<file path="src/rtl/clk_div_pkg.sv">
// Shared constants and types for the clock-enable divider bank.
package clk_div_pkg;

  // Divisor every channel starts with out of reset unless overridden.
  localparam int unsigned CLK_DIV_DEF_DIV = 50000;

  // A divisor of this value parks the channel: no ticks, square output frozen.
  localparam int unsigned DIV_OFF = 0;

  // Single-bit per-channel state that leaves the channel as outputs.
  typedef struct packed {
    logic pend;  // shadow divisor written, waiting for a terminal edge
    logic tick;  // one-cycle enable pulse
    logic sq;    // 50% duty square output
  } chan_flags_t;

  // What a channel does on the coming edge, in priority order.
  typedef enum logic [1:0] {
    EV_SYNC = 2'd0,  // phase-align: restart counter, apply any pending divisor
    EV_OFF  = 2'd1,  // channel parked on a zero divisor
    EV_TERM = 2'd2,  // enabled edge at the last count of the period
    EV_RUN  = 2'd3   // ordinary edge: count if enabled, otherwise hold
  } chan_ev_t;

endpackage

</file>
<file path="src/rtl/clk_div_chan.sv">
// One programmable divider channel: counter, active/shadow divisor pair,
// registered tick and square outputs.
module clk_div_chan
  import clk_div_pkg::*;
#(
  parameter int          WIDTH   = 32,
  parameter int unsigned DEF_DIV = CLK_DIV_DEF_DIV
) (
  input  logic             clk,
  input  logic             rst,
  input  logic             en,
  input  logic             sync,
  input  logic             wr,
  input  logic [WIDTH-1:0] wdiv,
  output logic             pend,
  output logic             tick,
  output logic             sq
);

  localparam logic [WIDTH-1:0] DEF_D = WIDTH'(DEF_DIV);
  localparam logic [WIDTH-1:0] OFF_D = WIDTH'(DIV_OFF);

  logic [WIDTH-1:0] cnt;
  logic [WIDTH-1:0] act_div;
  logic [WIDTH-1:0] sh_div;
  chan_flags_t      fl;
  chan_ev_t         ev;
  logic             term;

  // Last count of the period; only meaningful while the divisor is non-zero.
  // The >= keeps a stray count from running away past the divisor.
  assign term = (cnt >= (act_div - WIDTH'(1)));

  // Classify the coming edge; sync outranks everything except reset.
  always_comb begin
    ev = EV_RUN;
    if (sync)
      ev = EV_SYNC;
    else if (act_div == OFF_D)
      ev = EV_OFF;
    else if (en && term)
      ev = EV_TERM;
  end

  // Counter, divisor pair and output flags.
  always_ff @(posedge clk) begin
    if (rst) begin
      cnt     <= '0;
      act_div <= DEF_D;
      sh_div  <= DEF_D;
      fl      <= '0;
    end else begin
      case (ev)
        EV_SYNC: begin
          cnt     <= '0;
          fl.tick <= 1'b0;
          fl.sq   <= 1'b0;
          fl.pend <= 1'b0;
          // A same-cycle write wins over an older pending shadow.
          if (wr) begin
            act_div <= wdiv;
            sh_div  <= wdiv;
          end else if (fl.pend) begin
            act_div <= sh_div;
          end
        end
        EV_OFF: begin
          cnt     <= '0;
          fl.tick <= 1'b0;
          // Nothing is in flight, so a new divisor can go live at once.
          if (wr) begin
            act_div <= wdiv;
            sh_div  <= wdiv;
          end
        end
        EV_TERM: begin
          cnt     <= '0;
          fl.tick <= 1'b1;
          fl.sq   <= ~fl.sq;
          fl.pend <= 1'b0;
          // Period boundary: a write landing now bypasses the shadow.
          if (wr) begin
            act_div <= wdiv;
            sh_div  <= wdiv;
          end else if (fl.pend) begin
            act_div <= sh_div;
          end
        end
        default: begin
          if (en)
            cnt <= cnt + WIDTH'(1);
          fl.tick <= 1'b0;
          // Mid-period write: park it until the period completes.
          if (wr) begin
            sh_div  <= wdiv;
            fl.pend <= 1'b1;
          end
        end
      endcase
    end
  end

  assign pend = fl.pend;
  assign tick = fl.tick;
  assign sq   = fl.sq;

endmodule

</file>
<file path="src/rtl/clk_div_bank.sv">
// Multi-channel clock-enable divider bank with a legacy free-running count.
// Each channel emits a one-cycle tick every D enabled cycles and a square
// wave of period 2*D; consumers use these as enables, never as clocks.
module clk_div_bank
  import clk_div_pkg::*;
#(
  parameter int          WIDTH   = 32,
  parameter int          CH      = 4,
  parameter int          CHW     = 2,
  parameter int unsigned DEF_DIV = CLK_DIV_DEF_DIV
) (
  input  logic             clk,
  input  logic             rst,
  input  logic             en,
  input  logic             sync,
  input  logic             cfg_we,
  input  logic [CHW-1:0]   cfg_ch,
  input  logic [WIDTH-1:0] cfg_div,
  output logic [CH-1:0]    cfg_pend,
  output logic [WIDTH-1:0] free_cnt,
  output logic [CH-1:0]    tick,
  output logic [CH-1:0]    sq
);

  // Free-running count for legacy consumers; wraps naturally, ignores sync/cfg.
  always_ff @(posedge clk) begin
    if (rst)
      free_cnt <= '0;
    else if (en)
      free_cnt <= free_cnt + WIDTH'(1);
  end

  // One channel per index; cfg_ch values with no matching channel select nothing.
  for (genvar i = 0; i < CH; i++) begin : g_ch
    logic wr;
    assign wr = cfg_we && (cfg_ch == CHW'(i));

    clk_div_chan #(
      .WIDTH   (WIDTH),
      .DEF_DIV (DEF_DIV)
    ) u_chan (
      .clk  (clk),
      .rst  (rst),
      .en   (en),
      .sync (sync),
      .wr   (wr),
      .wdiv (cfg_div),
      .pend (cfg_pend[i]),
      .tick (tick[i]),
      .sq   (sq[i])
    );
  end

endmodule

</file>
<file path="config.mk">
export PLATFORM = sky130hd
export DESIGN_NAME = clk_div_bank
export DESIGN_NICKNAME = d
export VERILOG_FILES = /design/src/rtl/clk_div_pkg.sv /design/src/rtl/clk_div_chan.sv /design/src/rtl/clk_div_bank.sv
export SDC_FILE = /design/constraint.sdc
export NUM_CORES = 1
export LEC_CHECK = 0
export ABC_AREA = 1
export CORE_MARGIN = 2
export CORE_UTILIZATION = 45
export CTS_BUF_LIST = sky130_fd_sc_hd__clkbuf_8
export DETAILED_ROUTE_END_ITERATION = 7
export GPL_TIMING_DRIVEN = 0
export SLEW_MARGIN = 20
export SYNTH_ARGS = -nofsm -noshare
export SYNTH_HDL_FRONTEND = slang
export SYNTH_SLANG_ARGS = --single-unit
</file>
<file path="constraint.sdc">
create_clock -name clk -period 5 [get_ports clk]
set_input_delay 0.75 -clock clk [delete_from_list [all_inputs] [get_ports clk]]
set_output_delay 0.75 -clock clk [all_outputs]
set_load 0.05 [all_outputs]
</file>
; Word-level counts from Yosys, hierarchy flattened
; Index checks and enable logic that the tools add are counted.
[totals]
elab_cells = 154
out_inout_bits = 44
register_bits = 428
[op_classes]
add_sub_neg = 9
mux = 44
n_reduce_logical = 45
bitwise_logic = 8
eq_ne = 19
n_lt_le_gt_ge = 4
[ops]
columns = op, count
row1 = 2-to-1 mux 32 bit, 12
row2 = case mux 32 bit (2 select lines), 4
row3 = adder 32 x 1 -> 32 bit (second input constant), 5
row4 = >= comparator 32 bit, 4
row5 = zero test 32 bit, 4
row6 = subtractor 32 x 1 -> 32 bit (second input constant), 4
row7 = nonzero test 2 bit, 12
row8 = 2-to-1 mux 2 bit, 8
row9 = case mux 1 bit (2 select lines), 8
row10 = OR reduction 4 bit, 4
row11 = == test 2 bit (second input constant), 6
row12 = 2-to-1 mux 1 bit, 12
row13 = inequality test 3 x 1 -> 1 bit (second input constant), 4
row14 = AND reduction 3 bit, 4
row15 = == test 2 x 1 -> 1 bit (second input constant), 5
row16 = zero test 2 bit, 5
row17 = logical AND 1 bit, 8
row18 = inequality test 2 x 1 -> 1 bit (second input constant), 4
row19 = NOT 1 bit, 8
row20 = AND reduction 2 bit, 4
row21 = OR reduction 2 bit, 4

; Longest topological paths before layout
; Gate-level depths: netlist (run 1).
[logic_depth]
depth_word = 10
ltp_mapped = 29
ltp_nobuf = 28

; Cells and area by module
; From an unflattened synthesis (run 1), not the netlist that was laid out.
[hier_totals]
hier_cells = 3983
area_unflattened_um2 = 26354.0
[modules_own_cells]
columns = module, n_inst, seq_area_each_um2, cells_each, area_per_inst_um2
row1 = clk_div_chan (g_ch[1].u_chan ...), 2, 1981.9, 924, 6125.9
row2 = clk_div_chan (g_ch[0].u_chan), 1, 1981.9, 933, 6123.4
row3 = clk_div_chan (g_ch[3].u_chan), 1, 1981.9, 922, 6105.9
row4 = clk_div_bank, 1, 640.6, 280, 1873.0

; Least setup slack after synthesis (run 1)
; No wires, ideal clock.
[synth_timing]
path_type = flip-flop to flip-flop
start = register g_ch[3].u_chan.act_div[0]
end = register g_ch[3].u_chan.act_div[9]
stages_incl_launch_ff = 29
period_less_slack_ns = 3.594
required_time_ns = 4.870
arrival_time_ns = 3.465
setup_slack_ns = 1.406
path_cell_list = dfxtp_1 -> inv_1 -> ha_1 -> inv_1 -> nor2_1 -> inv_1 -> nor2_1 -> nand3_1 -> nor3_1 -> nand2_1 -> nor2_1 -> nand3_1 -> nor2_1 -> nand3_1 -> xor2_1 -> ha_1 -> nand2_1 -> nor2_1 -> nand4_1 -> a21oi_1 -> nor2_1 -> nand2_1 -> nand2_2 -> nand2_1 -> nand3_2 -> buf_6 -> buf_6 -> nand2_1 -> nand3_1
[synth_between]
elab_chain_cells = 10
elab_cells_between_ends = 16
cone_classes = add/sub: 1 / order compare: 1 / eq/ne: 4 / mux: 4 / reduce/logical: 6
[synth_rtl]
columns = element, line_no
row1 = start: declaration, clk_div_chan.sv:24  ; logic [WIDTH-1:0] act_div;
row2 = start signal: assignment, clk_div_chan.sv:61  ; act_div <= wdiv;
row3 = start signal: assignment, clk_div_chan.sv:64  ; act_div <= sh_div;
row4 = start signal: assignment, clk_div_chan.sv:72  ; act_div <= wdiv;
row5 = subtractor 32 x 1 -> 32 bit, clk_div_chan.sv:32  ; assign term = (cnt >= (act_div - WIDTH'(1)));
row6 = >= comparator 32 bit, clk_div_chan.sv:32
row7 = logical AND 1 bit, clk_div_chan.sv:41  ; else if (en && term)
row8 = 2-to-1 mux 1 bit, clk_div_chan.sv:41
row9 = 2-to-1 mux 2 bit (*), clk_div_chan.sv:39  ; else if (act_div == OFF_D)
row10 = 2-to-1 mux 2 bit (*), clk_div_chan.sv:37  ; if (sync)
row11 = == test 2 bit / zero test 2 bit (equally long branches), clk_div_chan.sv:53  ; case (ev)
row12 = OR reduction 2 bit (no line), -
row13 = inequality test 3 x 1 -> 1 bit (no line) / nonzero test 2 bit (equally long branches), -
row14 = AND reduction 3 bit (no line), -
; Mark *: on every way between the ends. The rest lies on a longest branch, timed or not.
; A chain may end at the register's enable or synchronous reset.

; Final worst setup path (run 1)
[layout_timing]
start = register g_ch[3].u_chan.act_div[0]
end = register g_ch[3].u_chan.act_div[0]
; The elaborated chain is that of the path after synthesis.

==> flow_metrics.py, run 1 <==
metrics = {
    "global_routing": {
        "antenna_found_initial": 5,
        "grt_max_degree": 13,
        "track_usage_pct": 25.0,
        "overflow": 0,
        "grt_pass1_wl_um": 114000,
        "grt_pass1_vias": 20746,
    },
    "yosys": {
        "ys.flop_type": "dfxtp_1",
        "synthCells": 3671,
        "synth_cell_type_count": 44,
        "synthTopCellsByCount": "nand2_1 (863), nor2_1 (694), dfxtp_1 (428), inv_1 (380), xor2_1 (166)",
        "syn_nets": 3851,
        "ys_top_cells_by_area": "dfxtp_1 (34%), nand2_1 (13%), nor2_1 (10%)",
        "synth_edf_count": 0,
        "synth.top_cell.area_share_pct": 33.9,
        "yosysTopAreaCell": "dfxtp_1",
        "synth_area_sq_um": 25200,
        "yosysMostFrequentCell": "nand2_1",
        "yosysSeqAreaShare_pct": 33.9,
        "ys_ff_latch": 428,
        "yosys_warnings": 0,
        "async_flop_share_pct": 0,
        "avgSynthCellArea_sq_um": 6.88,
    },
    "place": {
        "dp_hpwl_um": 54500,
        "place.gp.congestion": 0.910,
        "post-place-ws_ps": 400,
        "post-place-cells": 4474,
        "place_area_sq_um": 26700,
        "port_buffers": 55,
    },
    "worst_setup_path": {
        "path_common_cell": "nor2_1",
        "startpoint_type": "register",
        "cp_max_fo": 10,
        "arrival_ps": 5090,
        "cp.required_ps": 5600,
        "cpPeakStageDelay_ps": 320,
        "crit_type": "register to register",
        "endpoint_kind": "register",
        "cp_slowest_cell": "dfxtp_1",
    },
    "drt": {
        "dr.pass1.iters": 6,
        "first_iter_violations": 1408,
        "finalWirelength_um": 71800,
        "wl_per_cell_um": 15.5,
        "ant_nets": 0,
        "drc": 0,
        "via_count": 22451,
        "via_per_inst": 4.86,
    },
    "floorplan": {
        "core_sq_um": 55300,
        "die_area_sq_um": 58000,
        "chipWidth_um": 241,
        "pin_count": 83,
        "die_h_um": 241,
        "row_count": 86,
        "start_util_pct": 45.6,
    },
    "clock_tree": {
        "cts.clk_slew.worst_paths_ps": 60,
        "clock_latency_ps": 680,
        "holdBufCountCts": 0,
        "cts_tree": "built",
        "post_cts_resize_count": 0,
        "post-cts-setup-buffer-count": 0,
        "cts.sinks": 428,
        "cts-root-buf": "clkbuf_8",
        "htreeDepth": 3,
        "numCtsBuffers": 80,
        "clock_tree.buffer_depth": 3,
    },
    "finish": {
        "final_area_sq_um": 28500,
        "fin_util_pct": 51.5,
        "drive_gt1_share_pct": 6.92,
        "nets": 3988,
        "syn_to_final_growth_pct": 12.8,
        "instances_no_fill": 4621,
    },
    "power": {
        "p_total_mw": 8.40,
        "leakagePower_nw": 12.8,
        "p_per_area_nw_per_um2": 295,
        "vdd_ir_drop_max_mv": 0.169,
    },
    "timing": {
        "timing.final.ws_setup_ps": 511,
        "max_freq_mhz": 223,
        "timing.slew.headroom_pct": 19.0,
        "finalMaxSlewViolations": 0,
        "skew_ps": 37.5,
        "holdWs_ps": 478,
        "finalHoldViolations": 0,
        "fin_setup_tns_ps": 0,
        "finalCritPeriodShare_pct": 89.8,
        "worst_pin_slew_ps": 1220,
        "setup_viol": 0,
        "period_needed_ps": 4490,
        "grt_setup_unrepaired": "false",
    },
    "outcome": {
        "outcome": "finished, final reports clean",
    },
    "job": {
        "drv_cap": 0,
    },
    "min_path": {
        "min_path_type": "register to register",
    },
}
==> area by class of cell <==
class,count,area (sq um)
diodes,2,5.00
plain buffers,150,761
clock buffers,108,1490
clock inverters,37,250
fillers,5705,26800
inverters,391,1470
multi-input cells,2702,14500
flip-flops and latches,428,8570
well taps,748,936
repair buffers,55,551
==> cells in the final DEF, fill, tap and decap left out, drive strengths merged, types with 3 or more instances in the layout <==
cell / netlist / layout
a211oi: 3 / 3
o21a: 26 / 26
nand3: 160 / 160
mux2i: 100 / 100
nor3b: 17 / 17
clkinv: 2 / 6
or2: 10 / 10
nor3: 94 / 94
xor2: 166 / 166
clkbuf: 86 / 194
nand2: 873 / 873
dfxtp: 428 / 428
ha: 141 / 141
clkdlybuf4s50: 0 / 55
a21oi: 94 / 94
xnor2: 40 / 40
o21ai: 143 / 143
nand4: 68 / 68
buf: 64 / 64
nand3b: 3 / 3
inv: 389 / 418
and3: 5 / 5
nor4: 23 / 23
a21o: 10 / 10
a31oi: 5 / 5
nor2: 718 / 718
==> power by group <==
part	total (mW)	internal, mW	switching (mW)
Combinational	1.13	0.373	0.758
Sequential	3.64	3.54	0.0997
Clock	3.63	2.04	1.59
Total	8.40	5.96	2.44
==> registers in the layout, summed over array words and instances (netlist names) <==
name and cells:
g_ch.u_chan.sq 4, g_ch.u_chan.pend 4, g_ch.u_chan.act_div 128, free_cnt 32
g_ch.u_chan.tick 4, g_ch.u_chan.sh_div 128, g_ch.u_chan.cnt 128
==> cell families after synthesis <==
kind of cell	count (synthesis)	synth area share, %
flip-flops	428	33.9
adder cells (fa/ha/maj)	141	6.99
buffers and inverters	541	8.82
AND/OR/NAND/NOR	1972	33.1
XOR/XNOR	206	7.15
multiplexers	100	3.96
AO/OA/AOI/OAI	283	6.05
==> worst paths after layout <==
kind	startpoint	to	slack (ps)	depth (start not counted)
max	g_ch[3].u_chan.act_div[0]	g_ch[3].u_chan.act_div[0]	510	28
min	g_ch[2].u_chan.sh_div[26]	g_ch[2].u_chan.sh_div[26]	480	2
max reg2reg	g_ch[3].u_chan.act_div[0]	g_ch[3].u_chan.act_div[0]	510	28
min reg2reg	g_ch[2].u_chan.sh_div[26]	g_ch[2].u_chan.sh_div[26]	480	2
==> per-layer routing <==
metal  global-route usage, %  wire, um
met1                    34.0     34700
met4                    8.96      2420
met5                       0        35
met3                    4.40      3270
met2                    39.7     31400
==> critical path, delay by kind of cell, from the launching register on <==
family                     cells  cell delay, ps
and+or+nand+nor               18            2360
buffers and inverters          5             680
adders and majority gates      2             480
AOI/OAI and AO/OA              2             390
DFF                            1             320
xor gates and xnor gates       1             160
(Power assumes the default switching activity.)
==> run 2: changes to the inputs <==
--- a/config.mk
+++ b/config.mk
@@ -6,6 +6,7 @@
 export NUM_CORES = 1
 export LEC_CHECK = 0
 export ABC_AREA = 1
+export CAP_MARGIN = 20
 export CORE_MARGIN = 2
 export CORE_UTILIZATION = 45
 export CTS_BUF_LIST = sky130_fd_sc_hd__clkbuf_8
==> results of run 2 <==
Same layout as run 1: the final DEF is identical, and so are final timing and power.
